**config.mk**
```make
export PLATFORM = sky130hd
export DESIGN_NAME = hex_scan_driver_flat
export DESIGN_NICKNAME = d
export VERILOG_FILES = /design/src/rtl/hex_scan_driver_if.sv /design/src/rtl/hex_scan_driver.sv /design/src/flat_wrapper.sv
export SDC_FILE = /design/constraint.sdc
export NUM_CORES = 1
export LEC_CHECK = 0
export ABC_AREA = 1
export BUFFER_PORTS_ARGS = -buffer_cell sky130_fd_sc_hd__buf_4
export CAP_MARGIN = 20
export CORE_MARGIN = 2
export CORE_UTILIZATION = 50
export CTS_CLUSTER_DIAMETER = 120
export DETAILED_ROUTE_END_ITERATION = 12
export PLACE_DENSITY = 0.81
export SETUP_SLACK_MARGIN = 0.3
export SKIP_CTS_REPAIR_TIMING = 1
export SYNTH_ARGS = -nofsm -noshare
export SYNTH_HDL_FRONTEND = slang
export SYNTH_SLANG_ARGS = --single-unit
```
**constraint.sdc**
```tcl
create_clock -name clk -period 1.7 [get_ports clk]
set_input_delay 0.255 -clock clk [delete_from_list [all_inputs] [get_ports clk]]
set_output_delay 0.255 -clock clk [all_outputs]
set_load 0.03 [all_outputs]
```
**src/rtl/hex_scan_driver_if.sv**
```systemverilog
// Display register side of hex_scan_driver: load strobe, value/dp data,
// live display controls, and the registered pin-level outputs.
// Ports: master drives load/value/dp_in/blank_lz/blink_en and reads seg/dp_n/an/frame_done;
//        slave (the driver) is the mirror image.
interface hex_scan_driver_if #(
  parameter int NUM_DIGITS = 8
) ();
  logic                      load;
  logic [4*NUM_DIGITS-1:0]   value;
  logic [NUM_DIGITS-1:0]     dp_in;
  logic                      blank_lz;
  logic                      blink_en;
  logic [6:0]                seg;
  logic                      dp_n;
  logic [NUM_DIGITS-1:0]     an;
  logic                      frame_done;

  modport master (
    output load, value, dp_in, blank_lz, blink_en,
    input  seg, dp_n, an, frame_done
  );

  modport slave (
    input  load, value, dp_in, blank_lz, blink_en,
    output seg, dp_n, an, frame_done
  );
endinterface

```
**src/rtl/hex_scan_driver.sv**
```systemverilog
// Purpose: time-multiplexed common-anode seven-segment driver for NUM_DIGITS hex digits.
// Latency: outputs registered one cycle behind the digit index; loaded data shows from the next frame.
// Backpressure: none; load is always accepted and back-to-back loads overwrite (last wins).
// Ports: clk, reset (sync, active-high); bus (slave): load/value/dp_in/blank_lz/blink_en in,
//        seg (gfedcba, active-low), dp_n, an (active-low one-hot), frame_done out.
module hex_scan_driver #(
  parameter int NUM_DIGITS   = 8,
  parameter int SCAN_DIV     = 1000,
  parameter int BLINK_FRAMES = 64
) (
  input  logic               clk,
  input  logic               reset,
  hex_scan_driver_if.slave   bus
);

  localparam int IW = (NUM_DIGITS > 1) ? $clog2(NUM_DIGITS) : 1;
  localparam int PW = $clog2(SCAN_DIV);
  localparam int FW = (BLINK_FRAMES > 1) ? $clog2(BLINK_FRAMES) : 1;
  localparam int VW = 4 * NUM_DIGITS;

  logic                  running;
  logic [PW-1:0]         presc;
  logic [IW-1:0]         idx;
  logic [FW-1:0]         fcnt;
  logic                  phase;
  logic [VW-1:0]         shadow_val;
  logic [NUM_DIGITS-1:0] shadow_dp;
  logic [VW-1:0]         active_val;
  logic [NUM_DIGITS-1:0] active_dp;
  logic                  pending;

  logic [6:0]            seg_r;
  logic                  dp_n_r;
  logic [NUM_DIGITS-1:0] an_r;
  logic                  frame_done_r;

  logic                  presc_end;
  logic                  frame_wrap;
  logic [3:0]            cur_nib;
  logic [NUM_DIGITS-1:0] nz_from;
  logic                  seen_nz;
  logic                  blank_digit;
  logic                  dark;

  function automatic logic [6:0] glyph(input logic [3:0] n);
    case (n)
      4'h0: glyph = 7'h40;
      4'h1: glyph = 7'h79;
      4'h2: glyph = 7'h24;
      4'h3: glyph = 7'h30;
      4'h4: glyph = 7'h19;
      4'h5: glyph = 7'h12;
      4'h6: glyph = 7'h02;
      4'h7: glyph = 7'h78;
      4'h8: glyph = 7'h00;
      4'h9: glyph = 7'h10;
      4'hA: glyph = 7'h08;
      4'hB: glyph = 7'h03;
      4'hC: glyph = 7'h46;
      4'hD: glyph = 7'h21;
      4'hE: glyph = 7'h06;
      default: glyph = 7'h0E;
    endcase
  endfunction

  assign presc_end  = (presc == PW'(SCAN_DIV - 1));
  assign frame_wrap = presc_end && (idx == IW'(NUM_DIGITS - 1));
  assign cur_nib    = active_val[{idx, 2'b00} +: 4];
  assign dark       = bus.blink_en && phase;

  // nz_from[k]: some active nibble at index >= k is nonzero.
  always_comb begin
    nz_from = '0;
    seen_nz = 1'b0;
    for (int k = NUM_DIGITS - 1; k >= 0; k--) begin
      seen_nz    = seen_nz | (|active_val[4*k +: 4]);
      nz_from[k] = seen_nz;
    end
  end

  assign blank_digit = bus.blank_lz && (idx != '0) && !nz_from[idx];

  always_ff @(posedge clk) begin
    // The cycle after reset releases still holds everything cleared, so the
    // first digit enable appears on the second edge after release.
    if (reset || !running) begin
      running      <= ~reset;
      presc        <= '0;
      idx          <= '0;
      fcnt         <= '0;
      phase        <= 1'b0;
      shadow_val   <= '0;
      shadow_dp    <= '0;
      active_val   <= '0;
      active_dp    <= '0;
      pending      <= 1'b0;
      seg_r        <= 7'h7F;
      dp_n_r       <= 1'b1;
      an_r         <= '1;
      frame_done_r <= 1'b0;
    end else begin
      frame_done_r <= frame_wrap;

      if (presc_end) begin
        presc <= '0;
        idx   <= frame_wrap ? '0 : idx + IW'(1);
      end else begin
        presc <= presc + PW'(1);
      end

      if (frame_wrap) begin
        if (fcnt == FW'(BLINK_FRAMES - 1)) begin
          fcnt  <= '0;
          phase <= ~phase;
        end else begin
          fcnt <= fcnt + FW'(1);
        end
      end

      if (bus.load) begin
        shadow_val <= bus.value;
        shadow_dp  <= bus.dp_in;
      end

      // Active data only changes at the frame boundary; a load on the wrap
      // cycle itself bypasses the shadow and lands directly.
      if (frame_wrap) begin
        pending <= 1'b0;
        if (bus.load) begin
          active_val <= bus.value;
          active_dp  <= bus.dp_in;
        end else if (pending) begin
          active_val <= shadow_val;
          active_dp  <= shadow_dp;
        end
      end else if (bus.load) begin
        pending <= 1'b1;
      end

      if (dark) begin
        an_r   <= '1;
        seg_r  <= 7'h7F;
        dp_n_r <= 1'b1;
      end else begin
        an_r   <= ~(NUM_DIGITS'(1) << idx);
        seg_r  <= blank_digit ? 7'h7F : glyph(cur_nib);
        dp_n_r <= ~active_dp[idx];
      end
    end
  end

  assign bus.seg        = seg_r;
  assign bus.dp_n       = dp_n_r;
  assign bus.an         = an_r;
  assign bus.frame_done = frame_done_r;

endmodule

```
**src/flat_wrapper.sv**
```systemverilog
// flat-port wrapper written by rule: the top's interface ports become plain ports
module hex_scan_driver_flat 
#(
  parameter int NUM_DIGITS   = 8,
  parameter int SCAN_DIV     = 1000,
  parameter int BLINK_FRAMES = 64
)
  (clk, reset, bus_load, bus_value, bus_dp_in, bus_blank_lz, bus_blink_en, bus_seg, bus_dp_n, bus_an, bus_frame_done);
  hex_scan_driver_if #(.NUM_DIGITS(NUM_DIGITS)) bus_i ();
  input  logic clk;
  input  logic reset;
  input wire logic [$bits(bus_i.load)-1:0] bus_load;
  input wire logic [$bits(bus_i.value)-1:0] bus_value;
  input wire logic [$bits(bus_i.dp_in)-1:0] bus_dp_in;
  input wire logic [$bits(bus_i.blank_lz)-1:0] bus_blank_lz;
  input wire logic [$bits(bus_i.blink_en)-1:0] bus_blink_en;
  output wire logic [$bits(bus_i.seg)-1:0] bus_seg;
  output wire logic [$bits(bus_i.dp_n)-1:0] bus_dp_n;
  output wire logic [$bits(bus_i.an)-1:0] bus_an;
  output wire logic [$bits(bus_i.frame_done)-1:0] bus_frame_done;
  assign bus_i.load = bus_load;
  assign bus_i.value = bus_value;
  assign bus_i.dp_in = bus_dp_in;
  assign bus_i.blank_lz = bus_blank_lz;
  assign bus_i.blink_en = bus_blink_en;
  assign bus_seg = bus_i.seg;
  assign bus_dp_n = bus_i.dp_n;
  assign bus_an = bus_i.an;
  assign bus_frame_done = bus_i.frame_done;
  hex_scan_driver #(.NUM_DIGITS(NUM_DIGITS), .SCAN_DIV(SCAN_DIV), .BLINK_FRAMES(BLINK_FRAMES)) u_core (.clk(clk), .reset(reset), .bus(bus_i));
endmodule
```
# Word-level counts from Yosys, hierarchy flattened
# Memory sizes are Yosys's and may differ from the RTL's. A register that Yosys moved wholly into a read port is not among the register bits.
# Index checks and enable logic that the tools add are counted.
[totals] input_bits=45 mem_count=1 elab_cells=67 output_inout_bits=17 mem_bits_ro=112 register_bits=112
[memory_table] name="(name not given)" words=16 width=7 rd=1 rd_ports_with_merged_regs=1 wr=0 line="hex_scan_driver.sv:46" source="case (n)"
[classes] n_mux=10 addsub=3 shifts=2 eq_ne=3 n_reduce_logical=23 magnitude_cmp=1 bitwise=11
[ops] operator="$mux W32" count=2
[ops] operator="$reduce_or A4 Y1" count=8
[ops] operator="$shiftx A32 B6 Y4" count=1
[ops] operator="$mux W8" count=2
[ops] operator="$add A10 B1 Y10 const B" count=1
[ops] operator="$eq A10 B10 Y1 const B" count=1
[ops] operator="$not A8 Y8" count=1
[ops] operator="$shl A1 B3 Y8 const A" count=1
[ops] operator="$or A1 B1 Y1" count=7
[ops] operator="$add A6 B1 Y6 const B" count=1
[ops] operator="$bmux W1 S3" count=2
[ops] operator="$eq A6 B6 Y1 const B" count=1
[ops] operator="$mux W6" count=1
[ops] operator="$reduce_or A2 Y1" count=3
[ops] operator="$logic_and A1 B1 Y1" count=4
[ops] operator="$lt A3 B4 Y1 const B" count=1
[ops] operator="$reduce_and A2 Y1" count=2
[ops] operator="$add A3 B1 Y3 const B" count=1
[ops] operator="$eq A3 B3 Y1 const B" count=1
[ops] operator="$mux W3" count=1
[ops] operator="$not A1 Y1" count=3
[ops] operator="$reduce_bool A3 Y1" count=1
[ops] operator="$reduce_or A3 Y1" count=1
[ops] operator="$logic_not A1 Y1" count=2
[ops] operator="3 further kinds" count=4

# Logic depth before layout (Yosys ltp)
# Gate-level depths: netlist (run 1).
[depth] depth_word=13 depth_mapped=13 mapped_depth_nobuf=12

# Worst setup path after synthesis (run 1)
# No wires, ideal clock.
[synth_timing] path_type="register to register" start="reg u_core.idx[0]" end="reg u_core.seg_r[3], in the netlist u_core.bus.seg[3]" path_slack_ns=-0.120 setup_time_ns=0.142 n_path_buf=1 t_required_ns=1.558 path_stages_with_launch=13 synth_period_minus_slack_ns=1.820 t_arrival_ns=1.678 path_cell_list="dfxtp_1 > clkinv_1 > buf_1 > nand2_1 > nand3_1 > nand3_1 > nand2_1 > inv_1 > ha_1 > nand3_1 > nand2_1 > nand2_1 > nand3_1"
[synth_between] elab_chain_len=5 word_cells_on_any_way=8 classes_between="shift: 1; mux: 2; reduce/logical: 5"
[synth_rtl] element="from (decl)" line="hex_scan_driver.sv:23" source="logic [IW-1:0] idx;"
[synth_rtl] element="from (signal assigned)" line="hex_scan_driver.sv:106" source="idx <= frame_wrap ? '0 : idx + IW'(1);"
[synth_rtl] element="$bmux W1 S3" line="hex_scan_driver.sv:81" source="assign blank_digit = bus.blank_lz && (idx != '0) && !nz_from[idx];"
[synth_rtl] element="$mux W1 (implied by the code)" line="hex_scan_driver.sv:81"
[synth_rtl] element="$logic_not A1 Y1" line="hex_scan_driver.sv:81"
[synth_rtl] element="$logic_and A1 B1 Y1" line="hex_scan_driver.sv:81"
[synth_rtl] element="$reduce_or A3 Y1 (no source line)"
[synth_rtl] element="to (decl)" line="hex_scan_driver.sv:32" source="logic [6:0] seg_r;"
# Several ways; a longest one is shown, not always the timed one. The select of a mux whose other input is x is not followed.
# A chain may end at the register's enable or synchronous reset.

# Worst setup path in the final report (run 1)
[layout_timing] start="reg u_core.idx[0]" end="reg u_core.active_dp[7]"
[layout_between] elab_chain_len=3
[layout_rtl] element="$eq A3 B3 Y1" line="hex_scan_driver.sv:67" source="assign frame_wrap = presc_end && (idx == IW'(NUM_DIGITS - 1));"
[layout_rtl] element="$logic_and A1 B1 Y1" line="hex_scan_driver.sv:67"
[layout_rtl] element="$reduce_and A2 Y1 (no source line)"
[layout_rtl] element="to (signal assigned)" line="hex_scan_driver.sv:131" source="active_dp <= bus.dp_in;"
[layout_rtl] element="to (signal assigned)" line="hex_scan_driver.sv:134" source="active_dp <= shadow_dp;"
[layout_rtl] element="to (decl)" line="hex_scan_driver.sv:29" source="logic [NUM_DIGITS-1:0] active_dp;"
# No other way between the ends.

==> results of run 1 <==
[cells in the final DEF, fill, tap and decap left out, types with 4 or more instances in the layout]
master,count
sky130_fd_sc_hd__nand2_1,184
sky130_fd_sc_hd__nor2_1,160
sky130_fd_sc_hd__dfxtp_1,111
sky130_fd_sc_hd__buf_4,84
sky130_fd_sc_hd__inv_1,44
sky130_fd_sc_hd__mux2i_1,40
sky130_fd_sc_hd__nand3_1,36
sky130_fd_sc_hd__clkbuf_16,21
sky130_fd_sc_hd__nand3_2,12
sky130_fd_sc_hd__o21ai_0,12
sky130_fd_sc_hd__a21oi_1,10
sky130_fd_sc_hd__nand2_2,8
sky130_fd_sc_hd__ha_4,8
sky130_fd_sc_hd__clkbuf_8,7
sky130_fd_sc_hd__buf_12,6
sky130_fd_sc_hd__dfxtp_2,6
sky130_fd_sc_hd__nand2_4,5
sky130_fd_sc_hd__nand4_1,5
sky130_fd_sc_hd__ha_1,5
sky130_fd_sc_hd__inv_2,4
sky130_fd_sc_hd__nor3_1,4
[metal layers]
layer  vias up  global-route usage (%)  share of wire (%)
li1       2443                       -                  -
met1      2266                    27.2                 44
met2       162                    35.7                 49
met3        11                    5.96                5.5
met4         0                    8.07                1.4
met5         -                       0                  0
[critical path, stage by stage, from the launching register on]
cell                        delay (ps)
sky130_fd_sc_hd__dfxtp_4           450
sky130_fd_sc_hd__ha_1              260
sky130_fd_sc_hd__ha_4              190
sky130_fd_sc_hd__nand2_4            60
sky130_fd_sc_hd__nor2_4            140
sky130_fd_sc_hd__buf_4             170
sky130_fd_sc_hd__clkbuf_16         150
sky130_fd_sc_hd__nand2_1            50
sky130_fd_sc_hd__nand2_1            70
sky130_fd_sc_hd__nor2_1             50
[cell families after synthesis]
family	after synthesis
AOI/OAI and AO/OA	33
buffers and inverters	84
adders and majority gates	14
xor gates and xnor gates	3
and+or+nand+nor	427
muxes	40
DFF	119
[area by class of cell]
cell class,count,area [um2],area share [%]
clock inverters,7,114,1.60
clock buffers,24,500,7.04
flip-flops and latches,119,2400,33.8
multi-input cells,517,2790,39.3
repair buffers,99,906,12.8
well taps,136,170,2.40
inverters,52,219,3.08
[through the flow]
stage	std cells	setup WS [ps]	TNS, ps
2_1_floorplan	720	127	0
6_report	954	-4.92	-4.92
4_1_cts	931	-48.4	-278
3_5_place_dp	900	-35.3	-82.0
3_3_place_gp	900	-21.0	-24.8
5_1_grt	954	-68.5	-964
[report_power, final]
group | internal (mW) | switching [mW]
logic | 0.167 | 0.192
clock network | 2.45 | 1.19
registers | 2.84 | 0.0153
[path summary, 6_finish.rpt]
check	start	end	cells after the start
hold reg to reg	u_core.presc[0]	u_core.presc[0]	1
hold / removal	bus_value[14]	u_core.shadow_val[14]	3
setup / recovery	u_core.idx[0]	u_core.active_dp[7]	9
setup reg to reg	u_core.idx[0]	u_core.active_dp[7]	9
[Yosys cell counts]
master and instances:
sky130_fd_sc_hd__clkbuf_1 5, sky130_fd_sc_hd__buf_2 11, sky130_fd_sc_hd__nand2_1 196, sky130_fd_sc_hd__dfxtp_1 118
sky130_fd_sc_hd__and3_2 1, sky130_fd_sc_hd__o21ai_0 13, sky130_fd_sc_hd__xnor2_1 1, sky130_fd_sc_hd__nand4_2 1
sky130_fd_sc_hd__inv_2 1, sky130_fd_sc_hd__ha_1 14, sky130_fd_sc_hd__nor3b_1 1, sky130_fd_sc_hd__a211oi_1 1
sky130_fd_sc_hd__nand2_4 1, sky130_fd_sc_hd__nor2_1 163, sky130_fd_sc_hd__nand3_1 50, sky130_fd_sc_hd__nor3_1 5
sky130_fd_sc_hd__buf_4 3, sky130_fd_sc_hd__xor2_1 2, sky130_fd_sc_hd__o22ai_1 2, sky130_fd_sc_hd__nor2_4 2
sky130_fd_sc_hd__inv_1 50, sky130_fd_sc_hd__o21a_1 1, sky130_fd_sc_hd__a22oi_1 1, sky130_fd_sc_hd__clkbuf_8 2
sky130_fd_sc_hd__buf_1 3, sky130_fd_sc_hd__nand3b_1 1, sky130_fd_sc_hd__nor2_2 1, sky130_fd_sc_hd__o21bai_1 1
sky130_fd_sc_hd__mux2i_1 40, sky130_fd_sc_hd__edfxtp_1 1, sky130_fd_sc_hd__o211ai_1 3, sky130_fd_sc_hd__a21oi_1 11
sky130_fd_sc_hd__clkinv_1 1, sky130_fd_sc_hd__nand4_1 5, sky130_fd_sc_hd__buf_6 8
[registers in the layout (all words and copies together), names as in the netlist]
| register | cells |
|---|---|
| u_core.shadow_dp | 8 |
| u_core.bus.frame_done | 1 |
| u_core.active_val | 32 |
| u_core.active_dp | 8 |
| u_core.fcnt | 6 |
| u_core.bus.an | 8 |
| u_core.pending | 1 |
| u_core.shadow_val | 32 |
| u_core.presc | 10 |
| u_core.running | 1 |
| u_core.bus.dp_n | 1 |
| u_core.idx | 3 |
| u_core.bus.seg | 7 |
| u_core.phase | 1 |
==> impl_metrics.prom, run 1 <==
# TYPE chip_impl_metric gauge
chip_impl_metric{name="number_of_global_route_vias_before_repair",unit=""} 4482
chip_impl_metric{name="ios",unit=""} 62
chip_impl_metric{name="worst_slack",unit="ps"} -4.92
chip_impl_info{name="critPathCaptureType",value="flop"} 1
chip_impl_metric{name="ys_seq_area_share",unit="%"} 44.9
chip_impl_info{name="combinational_family_with_the_most_area_after_synthesis",value="simple AND/OR/NAND/NOR gates"} 1
chip_impl_metric{name="initial_utilization",unit="%"} 51.6
chip_impl_metric{name="fin_hold_ws",unit="ps"} -3.00
chip_impl_metric{name="postPlaceCellArea",unit="mm2"} 0.00604
chip_impl_metric{name="netlist-cell-type-count",unit=""} 35
chip_impl_metric{name="die_width",unit="um"} 107
chip_impl_metric{name="postRouteAntennaNets",unit=""} 0
chip_impl_metric{name="final_period_minus_worst_setup_slack",unit="ps"} 1700
chip_impl_metric{name="fin_area",unit="mm2"} 0.00710
chip_impl_metric{name="synth-compound-area-share",unit="%"} 3.47
chip_impl_metric{name="report.final.hold_viol_count",unit=""} 1
chip_impl_metric{name="grt_pass1_wl",unit="um"} 20000
chip_impl_metric{name="gpl.final_weighted_congestion",unit=""} 0.869
chip_impl_metric{name="max_freq",unit="MHz"} 587
chip_impl_metric{name="final.period_utilization",unit="%"} 100
chip_impl_metric{name="maxCapViolCount",unit=""} 0
chip_impl_metric{name="worstPathMaxFanout",unit=""} 12
chip_impl_metric{name="final_core_utilization",unit="%"} 68.8
chip_impl_info{name="synth.top_cells.by_area",value="sky130_fd_sc_hd__dfxtp_1, sky130_fd_sc_hd__nand2_1, sky130_fd_sc_hd__nor2_1, sky130_fd_sc_hd__mux2i_1, sky130_fd_sc_hd__nand3_1"} 1
chip_impl_metric{name="drive_above_1_share",unit="%"} 23.0
chip_impl_metric{name="post_drt_via_cell_ratio",unit=""} 5.12
chip_impl_info{name="hold_path.class",value="in2reg"} 1
chip_impl_metric{name="power.ir.vdd_worst",unit="uV"} 664
chip_impl_metric{name="grt_remaining_overflow",unit=""} 0
chip_impl_metric{name="final_max_slew_viol_count",unit=""} 0
chip_impl_info{name="cts_tree",value="done"} 1
chip_impl_info{name="clock_tree_root_driver_cell",value="sky130_fd_sc_hd__clkbuf_8"} 1
chip_impl_metric{name="setup.reg_to_reg.worst_slack",unit="ps"} -5
chip_impl_metric{name="numCtsBuffers",unit=""} 17
chip_impl_metric{name="clock_skew",unit="ps"} 8.33
chip_impl_metric{name="crit_arrival",unit="ps"} 2110
chip_impl_metric{name="worst_setup_hold_path_clk_slew",unit="ps"} 60
chip_impl_metric{name="synth_adder_area_share",unit="%"} 3.29
chip_impl_metric{name="static_power_due_to_leakage",unit="nW"} 3.07
chip_impl_info{name="rsz0062_at_grt",value="true"} 1
chip_impl_metric{name="floorplan_die_area",unit="mm2"} 0.0115
chip_impl_metric{name="track_usage",unit="%"} 21.7
chip_impl_metric{name="drt_pass1_iterations",unit=""} 7
chip_impl_metric{name="floorplan.rows",unit=""} 37
chip_impl_metric{name="filler_instances",unit=""} 759
chip_impl_metric{name="antenna_cells_inserted",unit=""} 0
chip_impl_metric{name="hpwlAfterDp",unit="um"} 8120
chip_impl_metric{name="setup_viol_count_final",unit=""} 1
chip_impl_metric{name="post_synth_instance_area",unit="mm2"} 0.00533
chip_impl_metric{name="clk_path_buf_depth",unit=""} 2
chip_impl_metric{name="yosys.area_share.xor_xnor",unit="%"} 0.493
chip_impl_metric{name="clock-sinks",unit=""} 119
chip_impl_metric{name="required_time_of_the_worst_setup_path",unit="ps"} 2100
chip_impl_metric{name="synth_seq_cells",unit=""} 119
chip_impl_info{name="path_class",value="reg2reg"} 1
chip_impl_metric{name="yosysTopAreaCellShare",unit="%"} 44.3
chip_impl_metric{name="yosysWarningCount",unit=""} 0
chip_impl_metric{name="drt_first_iter_violations",unit=""} 273
chip_impl_metric{name="routed-via-count",unit=""} 4882
chip_impl_metric{name="gate_count_post_synth",unit=""} 720
chip_impl_metric{name="p_total",unit="mW"} 6.86
chip_impl_metric{name="syn_nets",unit=""} 779
chip_impl_info{name="run_status",value="finished, violations left"} 1
chip_impl_metric{name="grt_max_degree",unit=""} 57
chip_impl_info{name="setup.worst_path.start_class",value="flop"} 1
chip_impl_metric{name="nets",unit=""} 865
chip_impl_metric{name="flow.area_growth_from_synthesis",unit="%"} 33.3
chip_impl_metric{name="fp.coreArea",unit="mm2"} 0.0103
chip_impl_metric{name="power_per_cell_area",unit="mW/mm2"} 966
chip_impl_metric{name="dieHeight",unit="um"} 107
chip_impl_info{name="failed_checks",value="hold timing, setup timing"} 1
chip_impl_metric{name="post_detailed_route_drc_marker_count",unit=""} 0
chip_impl_metric{name="postSynthAreaPerCell",unit="um2"} 7.40
chip_impl_metric{name="timing.slew.headroom",unit="%"} 68.8
chip_impl_metric{name="post_synth_mux_area_share",unit="%"} 7.51
chip_impl_metric{name="yosys.area_share.simple",unit="%"} 32.4
chip_impl_metric{name="cts_max_level",unit=""} 4
chip_impl_metric{name="grt_antenna_before_repair",unit=""} 0
chip_impl_metric{name="detail_route.wl_per_cell",unit="um"} 13.5
chip_impl_info{name="post-synth-top-area-cell",value="sky130_fd_sc_hd__dfxtp_1"} 1
chip_impl_metric{name="worstMarginPinSlew",unit="ps"} 468
chip_impl_metric{name="wl",unit="um"} 12900
chip_impl_metric{name="io_buffers",unit=""} 61
chip_impl_metric{name="clock_insertion_delay_worst_skew",unit="ps"} 520
No activity file was read; power rests on OpenSTA's default activity.
==> run 2: changes to the inputs <==
Settings changed: CORE_UTILIZATION 50 to 30, GPL_TIMING_DRIVEN from default to 0, PLACE_DENSITY 0.81 to 0.56.
==> run 2 against run 1 <==
The run ends with setup timing left. Final area rose by 6.4%. Largest cell class unchanged. Non-clock buffer count rose by 20. Hold slack improved by 90 ps. Core utilization fell by 25 points. Critical endpoint is now u_core.bus.seg[3]. Count of clock-buffer cells in the layout fell by 4. Power rose by 2.7%. Largest power group unchanged. Global-route usage fell by 7.3 points. Sequential share of layout area fell by 2.0 points. Setup slack improved by 3.9 ps. Clock power rose by 4%. Sequential power barely moved.
==> impl_metrics.prom, run 2 (synthesis results as in run 1) <==
# TYPE chip_impl_metric gauge
chip_impl_metric{name="timing.slew.headroom",unit="%"} 69.7
chip_impl_metric{name="routed-via-count",unit=""} 4682
chip_impl_metric{name="final.period_utilization",unit="%"} 100
chip_impl_info{name="failed_checks",value="setup timing"} 1
chip_impl_metric{name="hpwlAfterDp",unit="um"} 9150
chip_impl_metric{name="gpl.final_weighted_congestion",unit=""} 0.809
chip_impl_metric{name="grt_remaining_overflow",unit=""} 0
chip_impl_metric{name="dpl_worst_slack",unit="ps"} -194
chip_impl_metric{name="grt_max_degree",unit=""} 17
chip_impl_info{name="worstReg2RegStart",value="u_core.idx[0]"} 1
chip_impl_info{name="rsz0062_at_grt",value="true"} 1
chip_impl_metric{name="grt_pass1_wl",unit="um"} 20900
chip_impl_metric{name="worst_slack",unit="ps"} -1.01
chip_impl_metric{name="drt_first_iter_violations",unit=""} 261
chip_impl_metric{name="power_per_cell_area",unit="mW/mm2"} 933
chip_impl_metric{name="fin_hold_ws",unit="ps"} 87.4
chip_impl_metric{name="wl",unit="um"} 13500
chip_impl_metric{name="report.final.hold_viol_count",unit=""} 0
chip_impl_metric{name="max_freq",unit="MHz"} 588
chip_impl_info{name="critical_path.cell_chain",value="clkinv_4, buf_12, nand2_1, nand3_1, nand3_2, nand2_4, ha_4, nand3_1, nand3_1, nand3_1"} 1
chip_impl_info{name="critPathMostFrequentCell",value="sky130_fd_sc_hd__nand3_1"} 1
chip_impl_metric{name="floorplan.rows",unit=""} 48
chip_impl_info{name="worstHoldStart",value="bus_value[14]"} 1
chip_impl_metric{name="filler_instances",unit=""} 1734
chip_impl_info{name="biggest_registers_after_layout",value="u_core.active_val: 32 flops, u_core.shadow_val: 32 flops, u_core.presc: 10 flops"} 1
chip_impl_metric{name="maxCapViolCount",unit=""} 0
chip_impl_metric{name="numCtsBuffers",unit=""} 17
chip_impl_metric{name="io_buffers",unit=""} 60
chip_impl_metric{name="crit_arrival",unit="ps"} 2000
chip_impl_info{name="critical-path-top-delay-family",value="simple AND/OR/NAND/NOR gates"} 1
chip_impl_info{name="cts_tree",value="done"} 1
chip_impl_info{name="clock_tree_root_driver_cell",value="sky130_fd_sc_hd__clkbuf_16"} 1
chip_impl_metric{name="antenna_cells_inserted",unit=""} 0
chip_impl_metric{name="postRouteAntennaNets",unit=""} 0
chip_impl_metric{name="postPlaceCellArea",unit="mm2"} 0.00624
chip_impl_metric{name="die_width",unit="um"} 137
chip_impl_metric{name="static_power_due_to_leakage",unit="nW"} 3.24
chip_impl_metric{name="ios",unit=""} 62
chip_impl_metric{name="worst_setup_hold_path_clk_slew",unit="ps"} 60
chip_impl_metric{name="grt.met3_usage",unit="%"} 4.60
chip_impl_metric{name="dieHeight",unit="um"} 137
chip_impl_metric{name="cts_max_level",unit=""} 4
chip_impl_metric{name="use_met1",unit="%"} 20.2
chip_impl_metric{name="required_time_of_the_worst_setup_path",unit="ps"} 2000
chip_impl_metric{name="final_period_minus_worst_setup_slack",unit="ps"} 1700
chip_impl_info{name="critPathCaptureType",value="flop"} 1
chip_impl_metric{name="post_drt_via_cell_ratio",unit=""} 4.40
chip_impl_metric{name="clock-sinks",unit=""} 119
chip_impl_info{name="final_common_cell",value="sky130_fd_sc_hd__nand2_1"} 1
chip_impl_info{name="crit_path_from",value="u_core.idx[0]"} 1
chip_impl_metric{name="grt.met2_usage",unit="%"} 20.9
chip_impl_metric{name="final_max_slew_viol_count",unit=""} 0
chip_impl_info{name="final_cell_mix",value="sky130_fd_sc_hd__nand2_1, sky130_fd_sc_hd__nor2_1, sky130_fd_sc_hd__dfxtp_1, sky130_fd_sc_hd__buf_4, sky130_fd_sc_hd__inv_1"} 1
chip_impl_metric{name="floorplan_die_area",unit="mm2"} 0.0188
chip_impl_metric{name="power.ir.vdd_worst",unit="uV"} 692
chip_impl_metric{name="nets",unit=""} 885
chip_impl_metric{name="worstPathMaxFanout",unit=""} 11
chip_impl_info{name="globalRoute.busiestLayer",value="met2"} 1
chip_impl_metric{name="crit_path_max_incr_delay",unit="ps"} 400
chip_impl_info{name="path_class",value="reg2reg"} 1
chip_impl_metric{name="p_total",unit="mW"} 7.05
chip_impl_info{name="setup.worst_path.start_class",value="flop"} 1
chip_impl_metric{name="fin_area",unit="mm2"} 0.00756
chip_impl_info{name="hold_path.class",value="in2reg"} 1
chip_impl_metric{name="clock_skew",unit="ps"} 7.43
chip_impl_metric{name="post_detailed_route_drc_marker_count",unit=""} 0
chip_impl_metric{name="initial_utilization",unit="%"} 30.7
chip_impl_metric{name="setup_viol_count_final",unit=""} 1
chip_impl_metric{name="grt_antenna_before_repair",unit=""} 0
chip_impl_metric{name="fp.coreArea",unit="mm2"} 0.0174
chip_impl_info{name="run_status",value="finished, violations left"} 1
chip_impl_metric{name="critical_path.n_buffers_inverters",unit=""} 2
chip_impl_metric{name="clock_insertion_delay_worst_skew",unit="ps"} 430
chip_impl_metric{name="drt_pass1_iterations",unit=""} 5
chip_impl_metric{name="drive_above_1_share",unit="%"} 28.7
chip_impl_metric{name="clk_path_buf_depth",unit=""} 2
chip_impl_info{name="critPathSlowestCell",value="sky130_fd_sc_hd__dfxtp_4"} 1
chip_impl_metric{name="track_usage",unit="%"} 14.5
chip_impl_metric{name="worstMarginPinSlew",unit="ps"} 454
chip_impl_metric{name="flow.area_growth_from_synthesis",unit="%"} 41.9
chip_impl_metric{name="number_of_global_route_vias_before_repair",unit=""} 4176
chip_impl_metric{name="detail_route.wl_per_cell",unit="um"} 12.7
-- run 2: cell types whose count changed in the layout (fill, tap and decap cells not counted), moves of 5 or more --
cell,before,now
sky130_fd_sc_hd__buf_6,0,10
sky130_fd_sc_hd__buf_8,0,8
sky130_fd_sc_hd__nor2_1,160,154
sky130_fd_sc_hd__nand2_4,5,11
sky130_fd_sc_hd__nand2_1,184,156
sky130_fd_sc_hd__nor2_2,3,9
sky130_fd_sc_hd__buf_4,84,79
sky130_fd_sc_hd__nand2_2,8,30
-- run 2: final timing paths --
| check | to | slack, ps | depth (start not counted) |
|---|---|---|---|
| worst max-delay path | u_core.bus.seg[3] | -1 | 10 |
| worst min-delay path | u_core.shadow_val[14] | 90 | 3 |
| worst min register to register | u_core.presc[0] | 440 | 1 |
| worst max register to register | u_core.bus.seg[3] | -1 | 10 |
-- run 2: metrics by stage --
step | instances | util (%) | setup TNS [ps]
2_1_floorplan | 720 | - | 0
3_3_place_gp | 1005 | 35.9 | -6780
3_5_place_dp | 1005 | 35.9 | -7420
4_1_cts | 1037 | 39.5 | -6480
5_1_grt | 1064 | 43.6 | -1570
6_report | 1064 | 43.6 | -1.01
-- run 2: final cells by class --
cell class              count  area, um2  share of cell area, %
clock inverters            12        173                   2.28
well taps                 225        282                   3.72
inverters                  52        210                   2.78
clock buffers              20        447                   5.91
plain buffers              32        323                   4.27
flip-flops and latches    119       2410                   31.8
multi-input cells         517       2930                   38.7
repair buffers             87        795                   10.5
-- run 2: worst min-delay path, cell delays in order --
cell and delay [ps]:
sky130_fd_sc_hd__buf_4 80, sky130_fd_sc_hd__mux2i_1 70, sky130_fd_sc_hd__nor2_1 80
-- run 2: routing by layer --
metal  wire (um)  vias to the layer above
li1            -                     2483
met1        6850                     2097
met4         163                        0
met3         643                       11
met5           0                        -
met2        5890                       91
-- run 2: power breakdown --
group          internal [mW]  switching [mW]
Combinational          0.174           0.214
Sequential              2.84          0.0148
Clock                   2.49            1.32
Total                   5.50            1.55
==> run 3: changes to the inputs <==
Settings changed: CORE_ASPECT_RATIO from default to 1.1.
==> run 3 against run 2 <==
Final area increased by 2.5%. Sequential share of layout area decreased by 0.80 points. The run still ends with setup timing left. Critical endpoint is now u_core.active_val[6]. Final cell count increased by 1.4%. Clock power decreased by 6.8%. Critical path type unchanged. First-iteration DRC count increased by 5.0%. Register-to-register slack got worse by 40 ps.
==> impl_metrics.prom, run 3 (synthesis results as in run 1) <==
# TYPE chip_impl_metric gauge
chip_impl_metric{name="post_drt_via_cell_ratio",unit=""} 4.42
chip_impl_info{name="critical_path.cell_chain",value="ha_4, nand2_2, inv_2, nand4_4, nor2_4, nand2_4, nor2_4, buf_12, clkbuf_16, nand2_2, nand2_1, nor2_1"} 1
chip_impl_metric{name="routed-via-count",unit=""} 4767
chip_impl_metric{name="worst_slack",unit="ps"} -43.9
chip_impl_info{name="critPathSlowestCell",value="sky130_fd_sc_hd__dfxtp_2"} 1
chip_impl_metric{name="postPlaceCellArea",unit="mm2"} 0.00625
chip_impl_metric{name="grt_remaining_overflow",unit=""} 0
chip_impl_info{name="top_layer_used",value="met4"} 1
chip_impl_metric{name="initial_utilization",unit="%"} 30.4
chip_impl_metric{name="ios",unit=""} 62
chip_impl_metric{name="worstPathMaxFanout",unit=""} 8
chip_impl_metric{name="drt_pass1_iterations",unit=""} 5
chip_impl_metric{name="grt_pass1_wl",unit="um"} 20900
chip_impl_metric{name="crit_path_max_incr_delay",unit="ps"} 350
chip_impl_metric{name="timing.slew.headroom",unit="%"} 71.5
chip_impl_metric{name="fin_area",unit="mm2"} 0.00775
chip_impl_metric{name="fp.coreArea",unit="mm2"} 0.0175
chip_impl_info{name="final_common_cell",value="sky130_fd_sc_hd__nor2_1"} 1
chip_impl_metric{name="io_buffers",unit=""} 60
chip_impl_info{name="setup.worst_path.start_class",value="flop"} 1
chip_impl_metric{name="hold_path_depth",unit=""} 3
chip_impl_info{name="worstHoldEndpoint",value="u_core.shadow_dp[2]"} 1
chip_impl_info{name="rsz0062_at_grt",value="true"} 1
chip_impl_info{name="hold_path.class",value="in2reg"} 1
chip_impl_metric{name="setup_viol_count_final",unit=""} 37
chip_impl_metric{name="clock-sinks",unit=""} 119
chip_impl_metric{name="gpl.final_weighted_congestion",unit=""} 0.825
chip_impl_metric{name="flow.area_growth_from_synthesis",unit="%"} 45.4
chip_impl_metric{name="fin_setup_tns",unit="ps"} -665
chip_impl_metric{name="wl",unit="um"} 13500
chip_impl_metric{name="cts_max_level",unit=""} 4
chip_impl_metric{name="setup.reg_to_reg.worst_slack",unit="ps"} -40
chip_impl_metric{name="worst-r2r-cell-count",unit=""} 12
chip_impl_info{name="cts_tree",value="done"} 1
chip_impl_metric{name="wirelength_met1",unit="um"} 6730
chip_impl_metric{name="required_time_of_the_worst_setup_path",unit="ps"} 2010
chip_impl_metric{name="filler_instances",unit=""} 1761
chip_impl_metric{name="grt_max_degree",unit=""} 17
chip_impl_metric{name="clock_skew",unit="ps"} 8.07
chip_impl_metric{name="number_of_global_route_vias_before_repair",unit=""} 4396
chip_impl_metric{name="die_width",unit="um"} 131
chip_impl_metric{name="nets",unit=""} 887
chip_impl_info{name="clock_tree_root_driver_cell",value="sky130_fd_sc_hd__clkbuf_16"} 1
chip_impl_metric{name="floorplan_die_area",unit="mm2"} 0.0188
chip_impl_metric{name="numCtsBuffers",unit=""} 17
chip_impl_info{name="critical-path-top-delay-family",value="simple AND/OR/NAND/NOR gates"} 1
chip_impl_metric{name="maxCapViolCount",unit=""} 0
chip_impl_info{name="path_class",value="reg2reg"} 1
chip_impl_metric{name="drive_above_1_share",unit="%"} 33.1
chip_impl_metric{name="report.final.hold_viol_count",unit=""} 0
chip_impl_metric{name="final_max_slew_viol_count",unit=""} 0
chip_impl_metric{name="post_detailed_route_drc_marker_count",unit=""} 0
chip_impl_metric{name="routed-wl-met2",unit="um"} 6100
chip_impl_info{name="worstHoldStart",value="bus_dp_in[2]"} 1
chip_impl_info{name="critPathCaptureType",value="flop"} 1
chip_impl_metric{name="postRouteAntennaNets",unit=""} 0
chip_impl_metric{name="static_power_due_to_leakage",unit="nW"} 3.36
chip_impl_info{name="biggest_registers_after_layout",value="u_core.active_val: 32 flops, u_core.shadow_val: 32 flops, u_core.presc: 10 flops"} 1
chip_impl_metric{name="antenna_cells_inserted",unit=""} 0
chip_impl_metric{name="final_core_utilization",unit="%"} 44.1
chip_impl_metric{name="hpwlAfterDp",unit="um"} 9190
chip_impl_info{name="run_status",value="finished, violations left"} 1
chip_impl_info{name="worstReg2RegStart",value="u_core.presc[1]"} 1
chip_impl_metric{name="critical_path.n_buffers_inverters",unit=""} 3
chip_impl_metric{name="grt_antenna_before_repair",unit=""} 0
chip_impl_metric{name="drt_first_iter_violations",unit=""} 274
chip_impl_metric{name="clock_insertion_delay_worst_skew",unit="ps"} 420
chip_impl_metric{name="p_total",unit="mW"} 6.83
chip_impl_metric{name="worst_setup_hold_path_clk_slew",unit="ps"} 50
chip_impl_metric{name="crit_arrival",unit="ps"} 2050
chip_impl_metric{name="multiInputGateArea",unit="mm2"} 0.00314
chip_impl_metric{name="track_usage",unit="%"} 14.4
chip_impl_metric{name="worstMarginPinSlew",unit="ps"} 416
chip_impl_metric{name="dpl_worst_slack",unit="ps"} -208
chip_impl_metric{name="seq_area",unit="mm2"} 0.00240
chip_impl_metric{name="clk_path_buf_depth",unit=""} 2
chip_impl_metric{name="max_freq",unit="MHz"} 573
chip_impl_metric{name="final.period_utilization",unit="%"} 103
chip_impl_metric{name="final_period_minus_worst_setup_slack",unit="ps"} 1740
chip_impl_metric{name="floorplan.rows",unit=""} 51
chip_impl_metric{name="dieHeight",unit="um"} 144
chip_impl_metric{name="wl_met3",unit="um"} 549
chip_impl_metric{name="power.ir.vdd_worst",unit="uV"} 668
chip_impl_metric{name="power_per_cell_area",unit="mW/mm2"} 882
chip_impl_info{name="r2r-end",value="u_core.active_val[6]"} 1
chip_impl_info{name="final_cell_mix",value="sky130_fd_sc_hd__nor2_1, sky130_fd_sc_hd__nand2_1, sky130_fd_sc_hd__dfxtp_1, sky130_fd_sc_hd__buf_4, sky130_fd_sc_hd__nand2_2"} 1
chip_impl_info{name="failed_checks",value="setup timing"} 1
chip_impl_metric{name="detail_route.wl_per_cell",unit="um"} 12.5
run 3: cell type report:
cell class	count	share of cell area (%)
Clock inverter	9	1.62
Buffer	32	4.28
Timing Repair Buffer	89	10.2
Tap cell	238	3.84
Multi-Input combinational cell	517	40.5
Sequential cell	119	31.0
Clock buffer	23	5.91
Inverter	52	2.65
run 3: worst min-delay path: cells and delay by family:
family	cells	cell delay (ps)
buffers and inverters	1	80
multiplexers	1	70
AND/OR/NAND/NOR	1	80
run 3: worst max-delay path by stage:
stage / startpoint / to / slack (ps) / depth (start not counted)
global route: u_core.idx[0] / u_core.bus.seg[3] / -130 / 13
finish: u_core.presc[1] / u_core.active_val[6] / -40 / 12
global placement: reset / u_core.presc[8] / -190 / 9
detailed placement: reset / u_core.active_val[22] / -210 / 8
CTS: u_core.presc[0] / u_core.active_dp[4] / -150 / 11
floorplan: u_core.idx[0] / u_core.bus.seg[3] / 130 / 10
run 3: routing by layer:
| metal | vias to the layer above | global-route usage [%] |
|---|---|---|
| met5 | - | 0 |
| met4 | 0 | 5.10 |
| met3 | 12 | 4.02 |
| met2 | 98 | 21.4 |
| met1 | 2170 | 19.8 |
| li1 | 2487 | - |
run 3: where the power goes:
group	total [mW]	internal [mW]	switching, mW
logic	0.422	0.182	0.239
clock network	3.55	2.33	1.23
registers	2.86	2.84	0.0139
run 3: metrics by stage:
| step | hold slack, ps | std cells |
|---|---|---|
| 6_report | 106 | 1079 |
| 5_1_grt | 117 | 1079 |
| 4_1_cts | 92.8 | 1050 |
| 3_5_place_dp | 432 | 1018 |
| 3_3_place_gp | 430 | 1018 |
| 2_1_floorplan | 406 | 720 |
